--- config.mk ---
export PLATFORM = sky130hd
export DESIGN_NAME = nor_vector_sequencer_flat
export DESIGN_NICKNAME = d
export VERILOG_FILES = /design/src/rtl/nor_vector_sequencer_if.sv /design/src/rtl/nor_vector_sequencer.sv /design/src/flat_wrapper.sv
export SDC_FILE = /design/constraint.sdc
export NUM_CORES = 1
export LEC_CHECK = 0
export ABC_AREA = 0
export CAP_MARGIN = 5
export CELL_PAD_IN_SITES_DETAIL_PLACEMENT = 0
export CELL_PAD_IN_SITES_GLOBAL_PLACEMENT = 2
export CORE_UTILIZATION = 29
export DETAILED_ROUTE_END_ITERATION = 6
export GPL_TIMING_DRIVEN = 0
export PLACE_DENSITY = 0.8
export SLEW_MARGIN = 30
export SYNTH_ARGS = -nofsm -noshare
export SYNTH_HDL_FRONTEND = slang
export SYNTH_SLANG_ARGS = --single-unit
--- constraint.sdc ---
create_clock -name clk -period 1.95 [get_ports clk]
set_input_delay 0.2925 -clock clk [delete_from_list [all_inputs] [get_ports clk]]
set_output_delay 0.2925 -clock clk [all_outputs]
set_load 0.005 [all_outputs]
--- src/rtl/nor_vector_sequencer_if.sv ---
// Handshake and test-vector bus between the NOR sequencer and the gate under test.
interface nor_vector_sequencer_if;
  logic       start;
  logic       a;
  logic       b;
  logic       c;
  logic       d;
  logic       e;
  logic       busy;
  logic       done;
  logic       pass;
  logic [4:0] err_cnt;
  logic [3:0] vec_idx;

  // Controller / test environment side
  modport master (
    output start, e,
    input  a, b, c, d, busy, done, pass, err_cnt, vec_idx
  );

  // Sequencer side
  modport slave (
    input  start, e,
    output a, b, c, d, busy, done, pass, err_cnt, vec_idx
  );
endinterface

--- src/rtl/nor_vector_sequencer.sv ---
// Exhaustive 4-input NOR gate tester: walks vectors 0000..1111, holds each
// for HOLD_CYCLES cycles, samples e on the last hold edge and counts mismatches.
module nor_vector_sequencer #(
  parameter int unsigned HOLD_CYCLES = 2
) (
  input  logic                    clk,
  input  logic                    reset_n,
  nor_vector_sequencer_if.slave   bus
);

  localparam int unsigned VEC_W  = 4;
  localparam int unsigned ERR_W  = 5;
  localparam int unsigned HOLD_W = 8;
  localparam logic [HOLD_W-1:0] HOLD_LAST = HOLD_W'(HOLD_CYCLES - 1);
  localparam logic [VEC_W-1:0]  VEC_LAST  = '1;

  typedef enum logic [1:0] {
    IDLE  = 2'd0,
    DRIVE = 2'd1,
    DONE  = 2'd2
  } state_e;

  state_e             state_q, state_d;
  logic [VEC_W-1:0]   vec_q, vec_d;
  logic [HOLD_W-1:0]  hold_q, hold_d;
  logic [ERR_W-1:0]   err_q, err_d;
  logic               pass_q, pass_d;
  logic               busy_q, busy_d;
  logic               done_q, done_d;
  logic               mismatch_c;

  // Gate response differs from the ideal NOR of the vector currently driven
  assign mismatch_c = (bus.e != ~|vec_q);

  // Next-state and registered-output logic
  always_comb begin
    state_d = state_q;
    vec_d   = vec_q;
    hold_d  = hold_q;
    err_d   = err_q;
    pass_d  = pass_q;
    busy_d  = busy_q;
    done_d  = 1'b0;

    case (state_q)
      IDLE: begin
        busy_d = 1'b0;
        vec_d  = '0;
        if (bus.start) begin
          state_d = DRIVE;
          vec_d   = '0;
          hold_d  = '0;
          err_d   = '0;
          pass_d  = 1'b0;
          busy_d  = 1'b1;
        end
      end

      DRIVE: begin
        if (hold_q == HOLD_LAST) begin
          // Last hold cycle of this vector: the only edge where e counts
          if (mismatch_c) begin
            err_d = err_q + ERR_W'(1);
          end
          hold_d = '0;
          if (vec_q == VEC_LAST) begin
            state_d = DONE;
            vec_d   = '0;
            busy_d  = 1'b0;
            done_d  = 1'b1;
            pass_d  = (err_d == '0);
          end else begin
            vec_d = vec_q + VEC_W'(1);
          end
        end else begin
          hold_d = hold_q + HOLD_W'(1);
        end
      end

      DONE: begin
        state_d = IDLE;
        busy_d  = 1'b0;
      end

      default: begin
        state_d = IDLE;
        vec_d   = '0;
        hold_d  = '0;
        busy_d  = 1'b0;
      end
    endcase
  end

  // State and output registers, cleared asynchronously
  always_ff @(posedge clk or negedge reset_n) begin
    if (!reset_n) begin
      state_q <= IDLE;
      vec_q   <= '0;
      hold_q  <= '0;
      err_q   <= '0;
      pass_q  <= 1'b0;
      busy_q  <= 1'b0;
      done_q  <= 1'b0;
    end else begin
      state_q <= state_d;
      vec_q   <= vec_d;
      hold_q  <= hold_d;
      err_q   <= err_d;
      pass_q  <= pass_d;
      busy_q  <= busy_d;
      done_q  <= done_d;
    end
  end

  assign bus.a       = vec_q[3];
  assign bus.b       = vec_q[2];
  assign bus.c       = vec_q[1];
  assign bus.d       = vec_q[0];
  assign bus.vec_idx = vec_q;
  assign bus.busy    = busy_q;
  assign bus.done    = done_q;
  assign bus.pass    = pass_q;
  assign bus.err_cnt = err_q;

endmodule
--- src/flat_wrapper.sv ---
// flat-port wrapper written by rule: the top's interface ports become plain ports
module nor_vector_sequencer_flat 
#(
  parameter int unsigned HOLD_CYCLES = 2
)
  (clk, reset_n, bus_start, bus_e, bus_a, bus_b, bus_c, bus_d, bus_busy, bus_done, bus_pass, bus_err_cnt, bus_vec_idx);
  nor_vector_sequencer_if bus_i ();
  input  logic clk;
  input  logic reset_n;
  input wire logic [$bits(bus_i.start)-1:0] bus_start;
  input wire logic [$bits(bus_i.e)-1:0] bus_e;
  output wire logic [$bits(bus_i.a)-1:0] bus_a;
  output wire logic [$bits(bus_i.b)-1:0] bus_b;
  output wire logic [$bits(bus_i.c)-1:0] bus_c;
  output wire logic [$bits(bus_i.d)-1:0] bus_d;
  output wire logic [$bits(bus_i.busy)-1:0] bus_busy;
  output wire logic [$bits(bus_i.done)-1:0] bus_done;
  output wire logic [$bits(bus_i.pass)-1:0] bus_pass;
  output wire logic [$bits(bus_i.err_cnt)-1:0] bus_err_cnt;
  output wire logic [$bits(bus_i.vec_idx)-1:0] bus_vec_idx;
  assign bus_i.start = bus_start;
  assign bus_i.e = bus_e;
  assign bus_a = bus_i.a;
  assign bus_b = bus_i.b;
  assign bus_c = bus_i.c;
  assign bus_d = bus_i.d;
  assign bus_busy = bus_i.busy;
  assign bus_done = bus_i.done;
  assign bus_pass = bus_i.pass;
  assign bus_err_cnt = bus_i.err_cnt;
  assign bus_vec_idx = bus_i.vec_idx;
  nor_vector_sequencer #(.HOLD_CYCLES(HOLD_CYCLES)) u_core (.clk(clk), .reset_n(reset_n), .bus(bus_i));
endmodule
==> impl_metrics.py <==
metrics = {
    "clock_tree": {
        "worstSkewPairLatency_ps": 270,
        "cts_tree": "yes",
        "cts_hold_buf": 0,
        "clk_pin_slew_worst_paths_ps": 90,
        "cts_max_path_buffers": 2,
        "cts_buffers": 3,
        "cts.sinks": 22,
        "cts_max_level": 1,
        "cts_root_buf": "clkbuf_8",
    },
    "die": {
        "rows": 23,
        "start_util_pct": 30.7,
        "die_h_um": 67.6,
        "die-width_um": 67.6,
        "die_area_um2": 4570,
        "ios": 20,
        "core_area_um2": 4060,
    },
    "worst_setup_path": {
        "crit_required_ps": 2140,
        "timing.rr.start": "u_core.hold_q[1]",
        "arrival_ps": 2210,
        "endpoint_kind": "register",
        "rrSetupSlack_ps": -70,
        "reg2reg_to": "u_core.bus.pass",
        "start_kind": "register",
        "crit_type": "reg -> reg",
        "startpoint": "u_core.hold_q[1]",
        "r2r_cells": 8,
        "critical_path_peak_fanout": 6,
    },
    "sta": {
        "fin_ws_ps": -68.4,
        "relSlewSlack_pct": 59.6,
        "final.min_clock_period_ps": 2020,
        "skew_ps": 12.2,
        "fmax_mhz": 495,
        "setup_tns_ps": -152,
        "final-setup-viol-count": 5,
        "hold_viol": 15,
        "final_max_slew_viol_count": 0,
        "period_share_pct": 104,
        "timing.hold.ws_ps": -16.1,
        "grt_setup_unrepaired": "true",
        "max_slew.worst_pin.slew_ps": 605,
    },
    "route": {
        "drt-total-wl_um": 3040,
        "drt_iter0_drc": 70,
        "dr.pass1.iters": 4,
        "wl_per_cell_um": 14.1,
        "detailroute.via_count": 1100,
        "drc": 0,
        "routed_via_density": 5.09,
        "antenna_left": 0,
    },
    "synthesis": {
        "post_synth.cell_area_avg_um2": 9.60,
        "ys_seq_area_share_pct": 44.1,
        "synth_cells": 130,
        "syn_nets": 139,
        "async_reset_ff_share_pct": 100,
        "synth_edf_count": 0,
        "synth.ff_latch_count": 22,
        "syn_area_um2": 1250,
        "ys_types": 37,
        "yosys_warnings": 0,
        "ys.flop_type": "dfrtp_1",
    },
    "outcome": {
        "violations": "negative hold slack, negative setup slack",
        "status": "finished with violations",
    },
    "pwr": {
        "power_frac_seq_pct": 31.4,
        "p_per_area_nw_per_um2": 1370,
        "p_int_uw": 1520,
        "cellLeakagePower_uw": 0.000754,
        "p_switching_uw": 851,
        "peakVddDrop_mv": 0.622,
        "netSwitchingFraction_pct": 35.8,
        "pwr-share-comb_pct": 50.6,
        "pwr-share-clk_pct": 18.0,
        "p_total_uw": 2380,
    },
    "final_layout": {
        "final_nets": 176,
        "antenna_cells": 0,
        "layout_commonest_cell": "dfrtp_1",
        "final_cell_mix": "dfrtp_1 (22), clkdlybuf4s50_1 (18), o21ai_0 (17), buf_4 (17), nand2_1 (12)",
        "syn_to_final_growth_pct": 39.1,
        "finalCoreUtilization_pct": 42.8,
        "drive_gt1_share_pct": 20.5,
        "layout.cells.non_filler": 216,
        "design_area_um2": 1740,
    },
    "placement": {
        "placedCellCount": 199,
        "dp_hpwl_um": 2000,
        "port_buffers": 19,
        "placed_area_um2": 1500,
        "globalplace.congestion": 0.841,
    },
    "global_routing": {
        "grt.overflow.total": 0,
        "grt_pass1_vias": 1042,
        "antenna_found_initial": 0,
        "grt_pass1_wl_um": 4860,
        "grt_start_max_net_pins": 23,
        "track_usage_pct": 14.5,
    },
    "min_path": {
        "hp-class": "in -> async",
    },
    "job": {
        "drv_cap": 0,
    },
}
## flip-flops by register name, summed over array words and instances (netlist names)
register,count
u_core.bus.busy,1
u_core.bus.done,1
u_core.bus.err_cnt,5
u_core.bus.pass,1
u_core.bus.vec_idx,4
u_core.hold_q,8
u_core.state_q,2
## repair_timing
item,in CTS,in global routing
setup endpoints to repair,18,9
pin swaps,3,1
setup buffers,6,7
resized for setup,5,8
endpoints found under the hold margin,0,0
## worst max path at each step
stage                            endpoint  slack, ps  cells past startpoint
global route              u_core.bus.pass       -140                      8
floorplan                 u_core.bus.pass         10                      7
CTS                       u_core.bus.pass        -80                      8
global placement    u_core.bus.vec_idx[3]       -260                      7
detailed placement  u_core.bus.vec_idx[3]       -270                      7
finish                    u_core.bus.pass        -70                      8
## layer usage
metal  vias up  track usage [%]  routed length (um)
li1        538                -                   -
met1       529             18.4                1370
met2        26             22.9                1500
met3         7             4.39                 134
met4         0             5.59                  42
met5         -                0                   0
## layout make-up
| type | instances | area [um^2] |
|---|---|---|
| fillers | 403 | 2320 |
| multi-input cells | 96 | 693 |
| flip-flops and latches | 22 | 551 |
| repair buffers | 32 | 283 |
| well taps | 50 | 62.6 |
| plain buffers | 6 | 52.6 |
| clock buffers | 3 | 41.3 |
| clock inverters | 1 | 30.0 |
| inverters | 6 | 22.5 |
## power groups by stage
stage / Clock [uW] / Sequential [uW] / Combinational [uW]
6_report: 427 / 746 / 1200
5_1_grt: 463 / 768 / 1320
4_1_cts: 441 / 737 / 1030
3_5_place_dp: 0 / 758 / 883
3_3_place_gp: 0 / 750 / 869
2_1_floorplan: 0 / 723 / 549
## through the flow
step / hold WS (ps) / worst slack [ps]
floorplan: -3.09 / 14.5
global placement: 475 / -265
detailed placement: 299 / -273
CTS: 0.751 / -79.8
global route: 17.3 / -141
finish: -16.1 / -68.4
## worst max-delay path, cell delays in order, from the launching register on
cell,delay (ps)
dfrtp_1,380
inv_1,50
ha_1,140
or4b_4,500
or3_1,340
buf_6,150
nor2_4,110
nand4_2,90
o31ai_2,170
## synth_stat cells (2+ instances only)
master     n  area [um^2]
nand3_1    6         30.0
nor2_1     6         22.5
a31oi_1    2         12.5
nand2b_1   2         12.5
xnor2_1    3         26.3
buf_4      4         30.0
inv_1      6         22.5
dfrtp_1   22          551
and2_1     2         12.5
nor3b_1    2         15.0
a21oi_1    2         10.0
nand4_1    5         31.3
or3_1      3         18.8
nand2_1   12         45.0
mux2i_1    2         20.0
nor2b_1    3         18.8
ha_1       5         62.6
and3_1     3         18.8
o21ai_0   19         95.1
o31ai_1    4         30.0
## cells by family after synthesis
| logic type | after synthesis | share of synthesized area (%) |
|---|---|---|
| and+or+nand+nor | 51 | 23.7 |
| buffers and inverters | 12 | 5.52 |
| AOI/OAI and AO/OA | 34 | 17.3 |
| DFF | 22 | 44.1 |
| adders and majority gates | 5 | 5.02 |
| xor gates and xnor gates | 4 | 2.81 |
| muxes | 2 | 1.60 |
No activity file was read; power rests on OpenSTA's default activity.
